### src/rtl/huffman_frame_ctrl.sv
// Arbitrates two gray-symbol requesters onto one huffman core, framing FRAME_LEN symbols per grant.
// Optional watchdog on the core status waits is built only when HUF_TIMEOUT_EN is defined.
module huffman_frame_ctrl #(
  parameter int FRAME_LEN = 100,
  parameter int RST_CYC   = 2
) (
  input  logic       clk,
  input  logic       reset,
  input  logic       req0,
  input  logic       req1,
  input  logic       sym_valid0,
  input  logic       sym_valid1,
  input  logic [7:0] sym_data0,
  input  logic [7:0] sym_data1,
  output logic       gnt0,
  output logic       gnt1,
  output logic       core_rst,
  output logic       gray_valid,
  output logic [7:0] gray_data,
  input  logic       CNT_valid,
  input  logic       code_valid,
  output logic       busy,
  output logic       done,
  output logic       done_id,
  output logic       err
);

  // state     | meaning
  // IDLE      | no frame; arbitrate pending requests
  // CLR       | core_rst held for RST_CYC cycles, grant held
  // STREAM    | forward granted requester's symbols to the core
  // WAIT_CNT  | wait for the core's CNT_valid
  // WAIT_CODE | wait for the core's code_valid
  // DONE      | one-cycle completion pulse
  typedef enum logic [2:0] {IDLE, CLR, STREAM, WAIT_CNT, WAIT_CODE, DONE} state_t;

  localparam logic [6:0] LP_LAST_SYM = 7'(FRAME_LEN - 1);
  localparam logic [7:0] LP_RST_LOAD = 8'(RST_CYC - 1);
  localparam logic [7:0] LP_RST_INIT = 8'(RST_CYC);

  state_t     r_state;
  logic       r_gnt0, r_gnt1, r_core_rst, r_gray_valid, r_busy, r_done, r_done_id;
  logic [7:0] r_gray_data;
  logic       r_sel, r_last;
  logic [6:0] r_sym_cnt;
  logic [7:0] r_rst_cnt;

  logic       w_pick1, w_sel_valid;
  logic [7:0] w_sel_data;

  // On a tie, requester 1 wins only if requester 0 was served last.
  assign w_pick1     = req1 & (~req0 | ~r_last);
  assign w_sel_valid = r_sel ? sym_valid1 : sym_valid0;
  assign w_sel_data  = r_sel ? sym_data1 : sym_data0;

`ifdef HUF_TIMEOUT_EN
  logic [7:0] r_wdt;
  logic       r_err;
  assign err = r_err;
`else
  assign err = 1'b0;
`endif

  always_ff @(posedge clk or posedge reset) begin
    if (reset) begin
      r_state      <= IDLE;
      r_gnt0       <= 1'b0;
      r_gnt1       <= 1'b0;
      r_core_rst   <= 1'b1;
      r_gray_valid <= 1'b0;
      r_gray_data  <= 8'h00;
      r_busy       <= 1'b0;
      r_done       <= 1'b0;
      r_done_id    <= 1'b0;
      r_sel        <= 1'b0;
      r_last       <= 1'b1;
      r_sym_cnt    <= 7'd0;
      r_rst_cnt    <= LP_RST_INIT;
`ifdef HUF_TIMEOUT_EN
      r_wdt        <= 8'h00;
      r_err        <= 1'b0;
`endif
    end else begin
      r_done       <= 1'b0;
      r_gray_valid <= 1'b0;
      case (r_state)
        IDLE: begin
          if (req0 | req1) begin
            r_state    <= CLR;
            r_sel      <= w_pick1;
            r_gnt0     <= ~w_pick1;
            r_gnt1     <= w_pick1;
            r_core_rst <= 1'b1;
            r_rst_cnt  <= LP_RST_LOAD;
            r_busy     <= 1'b1;
          end else if (r_rst_cnt != 8'd0) begin
            // stretch core_rst for RST_CYC cycles after block reset release
            r_rst_cnt  <= r_rst_cnt - 8'd1;
            r_core_rst <= (r_rst_cnt != 8'd1);
          end
        end
        CLR: begin
          if (r_rst_cnt == 8'd0) begin
            r_state    <= STREAM;
            r_core_rst <= 1'b0;
          end else begin
            r_rst_cnt <= r_rst_cnt - 8'd1;
          end
        end
        STREAM: begin
          if (w_sel_valid) begin
            r_gray_valid <= 1'b1;
            r_gray_data  <= w_sel_data;
            if (r_sym_cnt == LP_LAST_SYM) begin
              r_sym_cnt <= 7'd0;
              r_gnt0    <= 1'b0;
              r_gnt1    <= 1'b0;
              r_state   <= WAIT_CNT;
            end else begin
              r_sym_cnt <= r_sym_cnt + 7'd1;
            end
          end
        end
        WAIT_CNT: begin
          if (CNT_valid) r_state <= WAIT_CODE;
        end
        WAIT_CODE: begin
          if (code_valid) begin
            r_state   <= DONE;
            r_done    <= 1'b1;
            r_done_id <= r_sel;
          end
        end
        DONE: begin
          r_last  <= r_sel;
          r_busy  <= 1'b0;
          r_state <= IDLE;
        end
        default: r_state <= IDLE;
      endcase
`ifdef HUF_TIMEOUT_EN
      // Counter is zero on entry to each wait state; value 254 here marks the 255th waiting cycle.
      r_err <= 1'b0;
      if ((r_state == WAIT_CNT && !CNT_valid) || (r_state == WAIT_CODE && !code_valid)) begin
        if (r_wdt == 8'd254) begin
          r_wdt     <= 8'hFF;
          r_err     <= 1'b1;
          r_done_id <= r_sel;
          r_last    <= r_sel;
          r_busy    <= 1'b0;
          r_state   <= IDLE;
        end else begin
          r_wdt <= r_wdt + 8'd1;
        end
      end else begin
        r_wdt <= 8'h00;
      end
`endif
    end
  end

  assign gnt0       = r_gnt0;
  assign gnt1       = r_gnt1;
  assign core_rst   = r_core_rst;
  assign gray_valid = r_gray_valid;
  assign gray_data  = r_gray_data;
  assign busy       = r_busy;
  assign done       = r_done;
  assign done_id    = r_done_id;

endmodule

### config.mk
export PLATFORM = sky130hd
export DESIGN_NAME = huffman_frame_ctrl
export DESIGN_NICKNAME = d
export VERILOG_FILES = /design/src/rtl/huffman_frame_ctrl.sv
export SDC_FILE = /design/constraint.sdc
export NUM_CORES = 1
export LEC_CHECK = 0
export CORE_MARGIN = 4
export CORE_UTILIZATION = 40
export DETAILED_ROUTE_END_ITERATION = 8
export DONT_BUFFER_PORTS = 1
export PLACE_DENSITY = 0.56
export SYNTH_ARGS = -nofsm -noshare
export SYNTH_HDL_FRONTEND = slang
export SYNTH_SLANG_ARGS = --single-unit
export TNS_END_PERCENT = 50
### constraint.sdc
create_clock -name clk -period 3.5 [get_ports clk]
set_clock_uncertainty 0.05 [all_clocks]
set_input_delay 0.7 -clock clk [delete_from_list [all_inputs] [get_ports clk]]
set_output_delay 0.7 -clock clk [all_outputs]
set_load 0.01 [all_outputs]
# Yosys cells after proc, flatten, opt, wreduce, memory -nomap -nowiden
# Index checks and enable logic that the tools add are counted.
totals:
  ff_bits: 35
  inputBits: 24
  wordCells: 80
classes:
  n_bitwise: 6
  reduce_logical: 14
  n_eq_ne: 15
  n_addsub: 2
  muxes: 30
ops:
  columns: ["cell", "n"]
  rows:
  - ["$mux W8", 4]
  - ["$mux W3", 6]
  - ["$pmux W8 S2", 1]
  - ["$pmux W3 S5", 1]
  - ["$ne A2 B2 Y1 const B", 7]
  - ["$mux W1", 13]
  - ["$logic_not A8 Y1", 1]
  - ["$ne A8 B1 Y1 const B", 1]
  - ["$pmux W1 S2", 4]
  - ["$reduce_and A2 Y1", 4]
  - ["$reduce_bool A8 Y1", 1]
  - ["$sub A8 B1 Y8 const B", 1]
  - ["$add A7 B1 Y7 const B", 1]
  - ["$eq A7 B7 Y1 const B", 1]
  - ["$mux W7", 1]
  - ["$eq A3 B2 Y1 const B", 2]
  - ["$eq A3 B3 Y1 const B", 2]
  - ["$reduce_and A3 Y1", 2]
  - ["$reduce_and A6 Y1", 1]
  - ["$reduce_bool A2 Y1", 3]
  - ["$reduce_and A4 Y1", 1]
  - ["$eq A3 B1 Y1 const B", 1]
  - ["$logic_not A3 Y1", 1]
  - ["$ne A3 B3 Y1 const B", 1]
  - ["3 further kinds", 6]

# Longest topological paths before layout
# Gate-level depths: netlist of the first run.
logic_depth:
  ltp_word: 6
  mapped_depth: 6
  mapped_depth_nobuf: 6

# Worst setup path before layout of the first run
# No wires, ideal clock.
synth_path:
  path_kind: "reg-to-reg"
  startpoint: "register r_rst_cnt[0]"
  endpoint: "register r_core_rst (netlist: core_rst)"
  synth_period_minus_slack_ps: 1904
  slack_ps: 1596
  path_stages_with_launch: 7
  setup_time_ps: 62
  required_ps: 3388
  t_arrival_ps: 1791
  path_cell_list: "dfrtp_1 > inv_1 > ha_1 > or3b_2 > or4_1 > nand3_1 > a22o_1"
synth_between:
  elab_chain_len: 4
synth_lines:
  columns: ["item", "line_no", "rtl"]
  rows:
  - ["start: declaration", "46", "logic [7:0] r_rst_cnt;"]
  - ["start signal: assignment", "98", "r_rst_cnt <= r_rst_cnt - 8'd1;"]
  - ["start signal: assignment", "107", "r_rst_cnt <= r_rst_cnt - 8'd1;"]
  - ["$ne A8 B1 Y1", "99", "r_core_rst <= (r_rst_cnt != 8'd1);"]
  - ["$mux W1", "96", "end else if (r_rst_cnt != 8'd0) begin"]
  - ["$mux W1", "88", "if (req0 | req1) begin"]
  - ["$pmux W1 S2", "86", "case (r_state)"]
  - ["end signal: assignment", "99", null]
  - ["end: declaration", "42", "logic r_gnt0, r_gnt1, r_core_rst, r_gray_valid, r_busy, r_done, r_done_id;"]
# Parallel ways exist; a longest one is shown, timed or not. The select of a mux whose other input is x is not followed.
# A chain may end at the register's enable or synchronous reset.

# Final worst setup path of the first run
layout_path:
  startpoint: "register r_rst_cnt[2]"
  endpoint: "register r_core_rst (netlist: core_rst)"
# The elaborated chain is that of the path after synthesis.

==> run metrics, run 1 <==
status finished, final reports clean; Ports 40; Initial Util 0.424; commonest non-fill, non-tap cells in the layout dfrtp_1, nand2_1, o21ai_0; flop2flop setup slack roughly 1.5 ns; Diodes inserted 0; worst reg2reg startpoint r_rst_cnt[2]$_DFFE_PP0P_; Final Critical Period 2.02 ns; Finish-stage setup viols 0; worst skew pair latency 0.29 ns; Die Area 0.00545 mm^2; Seq cells post-synth 35; gpl congestion about 0.9; DP Wirelength 2.53 mm; vias per std cell 5.70; critical path data arrival time 2.20 ns; largest net degree at the start of global routing 36; top post-synthesis cells by area dfrtp_1, nand2_1, o21ai_0; input/output buffers 0; drc violations 0; CP startpoint kind flip-flop; post-synthesis cell area around 0.0017 mm^2; part of the cycle the worst path needs 0.578; GRT overflow 0; drt total wl 3.49 mm; total nets after synthesis a little over 200; post-placement setup slack 1.50 ns; Slew Limit Fails 0; Max Fclk 494 MHz; number of global-route vias before repair ~1300; fill count 399; most common cell after layout, fill and taps aside dfrtp_1; Synth cell types 39; Mean Syn Cell Area 9.85 um^2; Worst VDD drop 368 uV; Area Growth Syn to Fin 7.36%; worst setup margin 1.48 ns; DR WL/cell 15.3 um; asr flop ratio synth 1.00; Worst Setup SP r_rst_cnt[2]$_DFFE_PP0P_; Worst Path Required 3.68 ns; Ys Warns 0; Layout Cells excl Fill 228; Routed Antenna Nets 0; final hold violations 0; die height 73.8 um; drt pass-1 iters 4; Die X 73.8 um; Main synth FF type dfrtp_1; total power 1.65 mW; Mapped Cells around 180; sequential share of the synthesized area 0.507; first-pass GRT wire length 5.83 mm; clock transition at the registers of the reported paths about 0.07 ns; layout cells sized above 1 0.101; setup TNS 0 ns; All-Layer GR Usage 0.140; via count between 1000 and 1500; Core ar. 0.00409 mm^2; Setup Fix Bufs, Post-CTS 0; crit end category flip-flop; crit path kind flip-flop to flip-flop; post-synth top area cell dfrtp_1; CTS max path bufs 2; crit-path max FO 10; placed cell count 220; initial antenna violation count 0; Clock Tree Root clkbuf_8; Worst Tran Pin Value 0.641 ns; pwr dens 888 mW/mm^2; NumNets Final 205; unrepaired setup endpoints after global routing no; Cell Rows 23; drt first-iter violations 65; Pleak about 0.82 nW; Max-cap violations 0; CTS Hold Bufs 0; CTS tree done; clk sinks 35; EDFF count, synth 0; H-tree lvl count 2; post_cts resized 0; Hold WC Path Type input port to asynchronous set/reset pin; cts bufs inserted 5; post-synth top area share 0.462; Slew HR 0.569
path summary, 6_finish.rpt:
| path | endpoint | cells past startpoint |
|---|---|---|
| min reg2reg | r_rst_cnt[1]$_DFFE_PP1P_ | 2 |
| max reg2reg | core_rst$_DFFE_PP1P_ | 4 |
| min in group clk | r_sel$_DFFE_PP0P_ | 1 |
| min | r_sym_cnt[3]$_DFFE_PP0P_ | 2 |
| max | core_rst$_DFFE_PP1P_ | 4 |
| max in group asynchronous | r_last$_DFFE_PP1P_ | 2 |
logic make-up after synthesis:
family	synth area share
AND/OR/NAND/NOR	0.175
AO/OA/AOI/OAI	0.170
flip-flops	0.507
buffers and inverters	0.0354
multiplexers	0.0657
adder cells (fa/ha/maj)	0.0289
XOR/XNOR	0.0152
other	0.00216
registers in the layout, summed over array words and instances, names as in the netlist, 3 cells and up:
register and cells:
r_sym_cnt 7, r_rst_cnt 8, r_state 3, gray_data 8
critical path: stages (launching register included):
cell,delay (ns)
dfrtp_1,0.44
or4_1,0.72
or4_1,0.55
nand3_1,0.09
a22o_1,0.12
cell type report:
class                           count  area, um^2  share of cell area
Tap cell                           50        62.6              0.0336
Clock buffer                        6        72.6              0.0390
Timing Repair Buffer                2        15.0             0.00806
Clock inverter                      2        12.5             0.00672
Multi-Input combinational cell    126         793               0.426
Inverter                            7        26.3              0.0141
Sequential cell                    35         880               0.472
cell usage after synthesis (5+ instances only):
cell	n
dfrtp_1	32
nand2_1	23
o21ai_0	17
nand3_1	9
mux2i_1	8
a21oi_1	7
inv_1	7
clkbuf_1	5
o211ai_1	5
or4_1	5
per-stage QoR:
| step | utilization | cell area, um^2 | hold WS (ns) |
|---|---|---|---|
| after global routing | 0.456 | 1860 | 0.385 |
| after floorplan | - | 1730 | 0.414 |
| after CTS | 0.456 | 1860 | 0.352 |
| after global placement | 0.435 | 1780 | 0.428 |
| after detailed placement | 0.435 | 1780 | 0.444 |
| final | 0.456 | 1860 | 0.338 |
routing by layer:
metal	up-vias	GRT usage	wire length (um)
li1	637	-	-
met1	634	0.163	1520
met2	23	0.239	1760
met3	6	0.0424	163
met4	0	0.0543	46
met5	-	0	0
power by group:
part           internal (mW)  switching [mW]  total, mW
combinational          0.268           0.307      0.576
sequential             0.578           0.217      0.795
clock                  0.139           0.144      0.282
(Power assumes the default switching activity.)
==> run 2, diff against run 1 <==
- clock period: 3.5 -> 2 ns (I/O delays scaled with it)
==> run 2 against run 1 <==
The run now ends with setup timing left; worst hold slack worse by 0.29 ns; register-to-register slack lost 1.5 ns; design area rose by 7.1%; critical path depth is 2 higher; sequential power increased by 69%; clock-buffer cell count decreased by 1; sequential cell count stayed put; die area did not move; first-iteration DRC count is 48% higher; critical path type unchanged; highest routed layer unchanged; clock power up 130%.
==> run metrics, run 2 (synthesis gave the netlist of run 1 again) <==
CP max stage cell or4_1; CP delay by family, top simple AND/OR/NAND/NOR gates; sequential cell area 880 um^2; die height 73.8 um; cells along the critical path inv_2, ha_4, or3b_4, o211ai_1, or4_1, a21oi_2; CTS max path bufs 2; cell area after layout 0.00199 mm^2; crit end category flip-flop; combinational share of power 0.397; vias per std cell 5.67; Worst VDD drop 602 uV; failing checks setup timing; worst skew pair latency roughly 0.28 ns; Die Area 0.00545 mm^2; crit-path max FO 5; initial antenna violation count 0; number of global-route vias before repair 1352; sequential share of power 0.408; Area Growth Syn to Fin 15.0%; final hold violations 0; All-Layer GR Usage 0.145; Clock Tree Root clkbuf_8; status finished with violations; drt total wl 3.69 mm; DR WL/cell 15.4 um; cts bufs inserted 5; Finish-stage setup viols 1; most common cell after layout, fill and taps aside dfrtp_1; Ports 40; top routing layer in use met4; Max Fclk 500 MHz; Core ar. 0.00409 mm^2; CTS tree done; Die X 73.8 um; crit-path max cell delay roughly 0.57 ns; input/output buffers 0; Routed Antenna Nets 0; area of the multi-input gates 816 um^2; Pint approximately 2.0 mW; fill count 383; Cell Rows 23; CTS Hold Bufs 0; crit path kind flip-flop to flip-flop; Slew Limit Fails 0; Area after DPL 0.00184 mm^2; Met1 Wirelength 1.60 mm; unrepaired setup endpoints after global routing yes; Worst Path Required 2.17 ns; GRT overflow 0; pwr dens about 1600 mW/mm^2; DP Wirelength 2.75 mm; CP bufs+invs 1; Sw Pwr 1.25 mW; Clk pwr share 0.195; critical path data arrival time approximately 2.2 ns; post-placement setup slack 0.0618 ns; H-tree lvl count 2; commonest non-fill, non-tap cells in the layout dfrtp_1, nand2_1, o21ai_0; largest net degree at the start of global routing 36; Final Util 0.488; Hold WC Path Type input port to asynchronous set/reset pin; clock transition at the registers of the reported paths 0.07 ns; total power about 3.3 mW; Initial Util 0.424; gpl congestion around 0.74; flop2flop setup slack -0.0008 ns; Max-cap violations 0; switching share of total power 0.383; NumNets Final 216; routed wl met2 about 1.9 mm; part of the cycle the worst path needs 1.00; first-pass GRT wire length 6.11 mm; setup TNS -0.000783 ns; drc violations 0; Pleak 0.895 nW; Final Critical Period 2.00 ns; DR WL met3 153 um; drt pass-1 iters 4; Diodes inserted 0; drt first-iter violations 96; layout cells sized above 1 0.180; clk sinks 35; CP startpoint kind flip-flop; via count 1356; worst setup margin -0.000783 ns
-- run 2: power groups by stage --
stage                     combinational [mW]  clock (mW)  sequential [mW]
final                                   1.30       0.636             1.34
after global placement                  1.16           0             1.34
after CTS                               1.21       0.652             1.33
after global routing                    1.46       0.680             1.38
after detailed placement                1.20           0             1.35
after floorplan                        0.936           0             1.24
-- run 2: final cells by class --
type	instances	area share
clock buffer	5	0.0345
clock inverter	3	0.0220
inverter	7	0.0132
multi-input combinational	126	0.409
sequential	35	0.441
tap	50	0.0314
timing repair buffer	13	0.0489
-- run 2: metal layers --
metal | track usage | up-vias
li1 | - | 660
met1 | 0.177 | 665
met2 | 0.246 | 27
met3 | 0.0451 | 4
met4 | 0.0362 | 0
met5 | 0 | -
-- run 2: worst register-to-register path, cell delays in order (launching register included) --
cell and delay [ns]:
dfstp_2 0.55, inv_2 0.06, ha_4 0.15, or3b_4 0.25, o211ai_1 0.17, or4_1 0.57, a21oi_2 0.13
-- run 2: path summary, 6_finish.rpt --
kind | start | endpoint | cells past startpoint
setup / recovery | r_rst_cnt[1]$_DFFE_PP1P_ | r_rst_cnt[4]$_DFFE_PP0P_ | 6
hold / removal | reset | gray_valid$_DFF_PP0_ | 2
setup reg to reg | r_rst_cnt[1]$_DFFE_PP1P_ | r_rst_cnt[4]$_DFFE_PP0P_ | 6
hold reg to reg | r_rst_cnt[1]$_DFFE_PP1P_ | r_rst_cnt[1]$_DFFE_PP1P_ | 2
max in group asynchronous | reset | r_last$_DFFE_PP1P_ | 2
min in group clk | req0 | r_sel$_DFFE_PP0P_ | 1
-- run 2: what timing repair did --
action | 4_1_cts | 5_1_grt
buffers inserted | 0 | 2
endpoints found under the setup margin | 0 | 7
resized for setup | 0 | 7
-- run 2: stage by stage --
step	hold slack, ns	std cells
after global placement	0.371	229
after global routing	0.0840	239
after floorplan	0.414	176
after CTS	0.0571	237
final	0.0495	239
after detailed placement	0.374	229
==> run 3, diff against run 2 <==
- ABC_AREA: not set -> 1
==> run 3 against run 2 <==
The run now ends clean; global-route usage about the same; routed wire length increased by 10%; sequential share of layout area decreased by 3.0 points; via count increased by 14%; cell count increased by 35%; sequential power increased by 4%; non-clock buffer count decreased by 9; first-iteration DRC count decreased by 6.3%.
==> run metrics, run 3 <==
status finished, final reports clean; commonest non-fill, non-tap cells in the layout nand2_1, dfrtp_1, inv_1; die height just under 80 um; unrepaired setup endpoints after global routing no; total power 3.45 mW; Worst Path Required 2.13 ns; worst skew pair latency between 0.2 and 0.3 ns; pwr dens 1610 mW/mm^2; total nets after synthesis 276; CP startpoint kind flip-flop; CP max stage cell dfrtp_1; Ports 40; Finish-stage setup viols 0; gpl congestion just under 0.8; post-synth top area cell dfrtp_1; DR WL/cell 12.6 um; clk sinks 35; Core ar. 0.00475 mm^2; Max Fclk 573 MHz; most frequent cell after synthesis nand2_1; EDFF count, synth 0; Worst Tran Pin Value 0.486 ns; crit end category flip-flop; input/output buffers 0; Seq cells post-synth 35; Worst VDD drop 606 uV; Mapped Cells roughly 250; most common cell after layout, fill and taps aside nand2_1; crit-path max FO 5; via count ~1500; critical path data arrival time 1.88 ns; Setup Fix Bufs, Post-CTS 0; Ys Warns 0; final hold violations 0; clock transition at the registers of the reported paths around 0.070 ns; crit path kind flip-flop to flip-flop; Pleak 0.982 nW; commonest cells in the netlist nand2_1, dfrtp_1, inv_1, nor2_1, o21ai_0; Mean Syn Cell Area 7.98 um^2; cts bufs inserted 5; post-synthesis cell area 0.00198 mm^2; Cell Rows 25; number of global-route vias before repair about 1500; CP delay by family, top simple AND/OR/NAND/NOR gates; post-synth top area share 0.405; drc violations 0; placed cell count 314; Hold WS about 0.055 ns; cells along the critical path ha_1, nand2_1, nor2_1, nor2_1, nor2_1, nand2_1, nand2_1, nand2_1; CP bufs+invs 0; setup TNS 0 ns; Slew Limit Fails 0; drt total wl 4.07 mm; Synth cell types 30; GRT overflow 0; Clock Tree Root clkbuf_8; layout cells sized above 1 0.149; part of the cycle the worst path needs 0.873; sequential share of the synthesized area 0.444; post_cts resized 0; All-Layer GR Usage 0.145; initial antenna violation count 0; CTS tree done; cell mode on critical path nand2_1; crit-path max cell delay 0.42 ns; H-tree lvl count 2; largest net degree at the start of global routing 36; asr flop ratio synth 1.00; NumNets Final approximately 280; Max-cap violations 0; Initial Util 0.416; Routed Antenna Nets 0; Hold WC Path Type input port to asynchronous set/reset pin; Die X 78.3 um; Die Area 0.00614 mm^2; top post-synthesis cells by area dfrtp_1, nand2_1, inv_1; drt pass-1 iters 4; Layout Cells excl Fill roughly 320; Area Growth Syn to Fin 8.15%; DP Wirelength 3.09 mm; Diodes inserted 0; CTS Hold Bufs 0; CTS max path bufs 2; vias per std cell 4.81; Final Critical Period 1.75 ns; first-pass GRT wire length 7.08 mm; drt first-iter violations 90; Slew HR 0.672; Main synth FF type dfrtp_1
==> run 3: changes by cell type in the layout (fill, tap and decap cells not counted), moves of 5 or more <==
cell	delta
nand2_1	+49
inv_1	+19
nor2_2	+10
nand4_1	+5
buf_4	-10
nor2_1	+17
mux2i_1	-8
a31oi_2	+7
==> run 3: final timing paths <==
| kind | startpoint | to | slack, ns | cells after the start |
|---|---|---|---|---|
| worst max-delay path | r_sym_cnt[0]$_DFFE_PP0P_ | r_state[0]$_DFFE_PP0P_ | 0.25 | 8 |
| worst min-delay path | reset | r_rst_cnt[7]$_DFFE_PP0P_ | 0.06 | 2 |
| worst max register to register | r_sym_cnt[0]$_DFFE_PP0P_ | r_state[0]$_DFFE_PP0P_ | 0.25 | 8 |
| worst min register to register | r_last$_DFFE_PP1P_ | r_last$_DFFE_PP1P_ | 0.46 | 2 |
| max in group asynchronous | reset | r_last$_DFFE_PP1P_ | 1.50 | 2 |
| min in group clk | sym_data1[4] | gray_data[4]$_DFFE_PP0P_ | 0.21 | 2 |
==> run 3: cells by family (layout without fill, tap and decap cells) <==
family,after synthesis,count (layout),share of synthesized area
AOI/OAI and AO/OA,39,39,0.131
and+or+nand+nor,128,128,0.288
xor gates and xnor gates,7,7,0.0310
buffers and inverters,34,41,0.0784
other,1,1,0.00189
DFF,35,35,0.444
adders and majority gates,4,4,0.0253
==> run 3: final cells by class <==
type,count,area [um^2]
Tap cell,67,83.8
Inverter,29,109
Fill cell,509,2610
Sequential cell,35,880
Multi-Input combinational cell,179,945
Timing Repair Buffer,4,42.5
Clock inverter,1,5.00
Clock buffer,7,76.3
==> run 3: power breakdown <==
part	switching [mW]	internal [mW]
clock network	0.252	0.244
registers	0.368	1.02
logic	0.977	0.594
total	1.60	1.86
==> run 3: metal layers <==
metal  GRT usage  vias up  routed length [um]
met1       0.191      712                1930
met5           0        -                   0
met4      0.0524        0                  47
met2       0.220       29                1860
li1            -      802                   -
met3      0.0505        5                 231
==> run 3: metrics by stage <==
stage          worst slack (ns)   util  area, um^2
3_3_place_gp              0.221  0.433        2060
6_report                  0.253  0.450        2140
2_1_floorplan             0.548      -        1980
3_5_place_dp              0.254  0.433        2060
4_1_cts                   0.244  0.450        2140
5_1_grt                 0.00422  0.450        2140
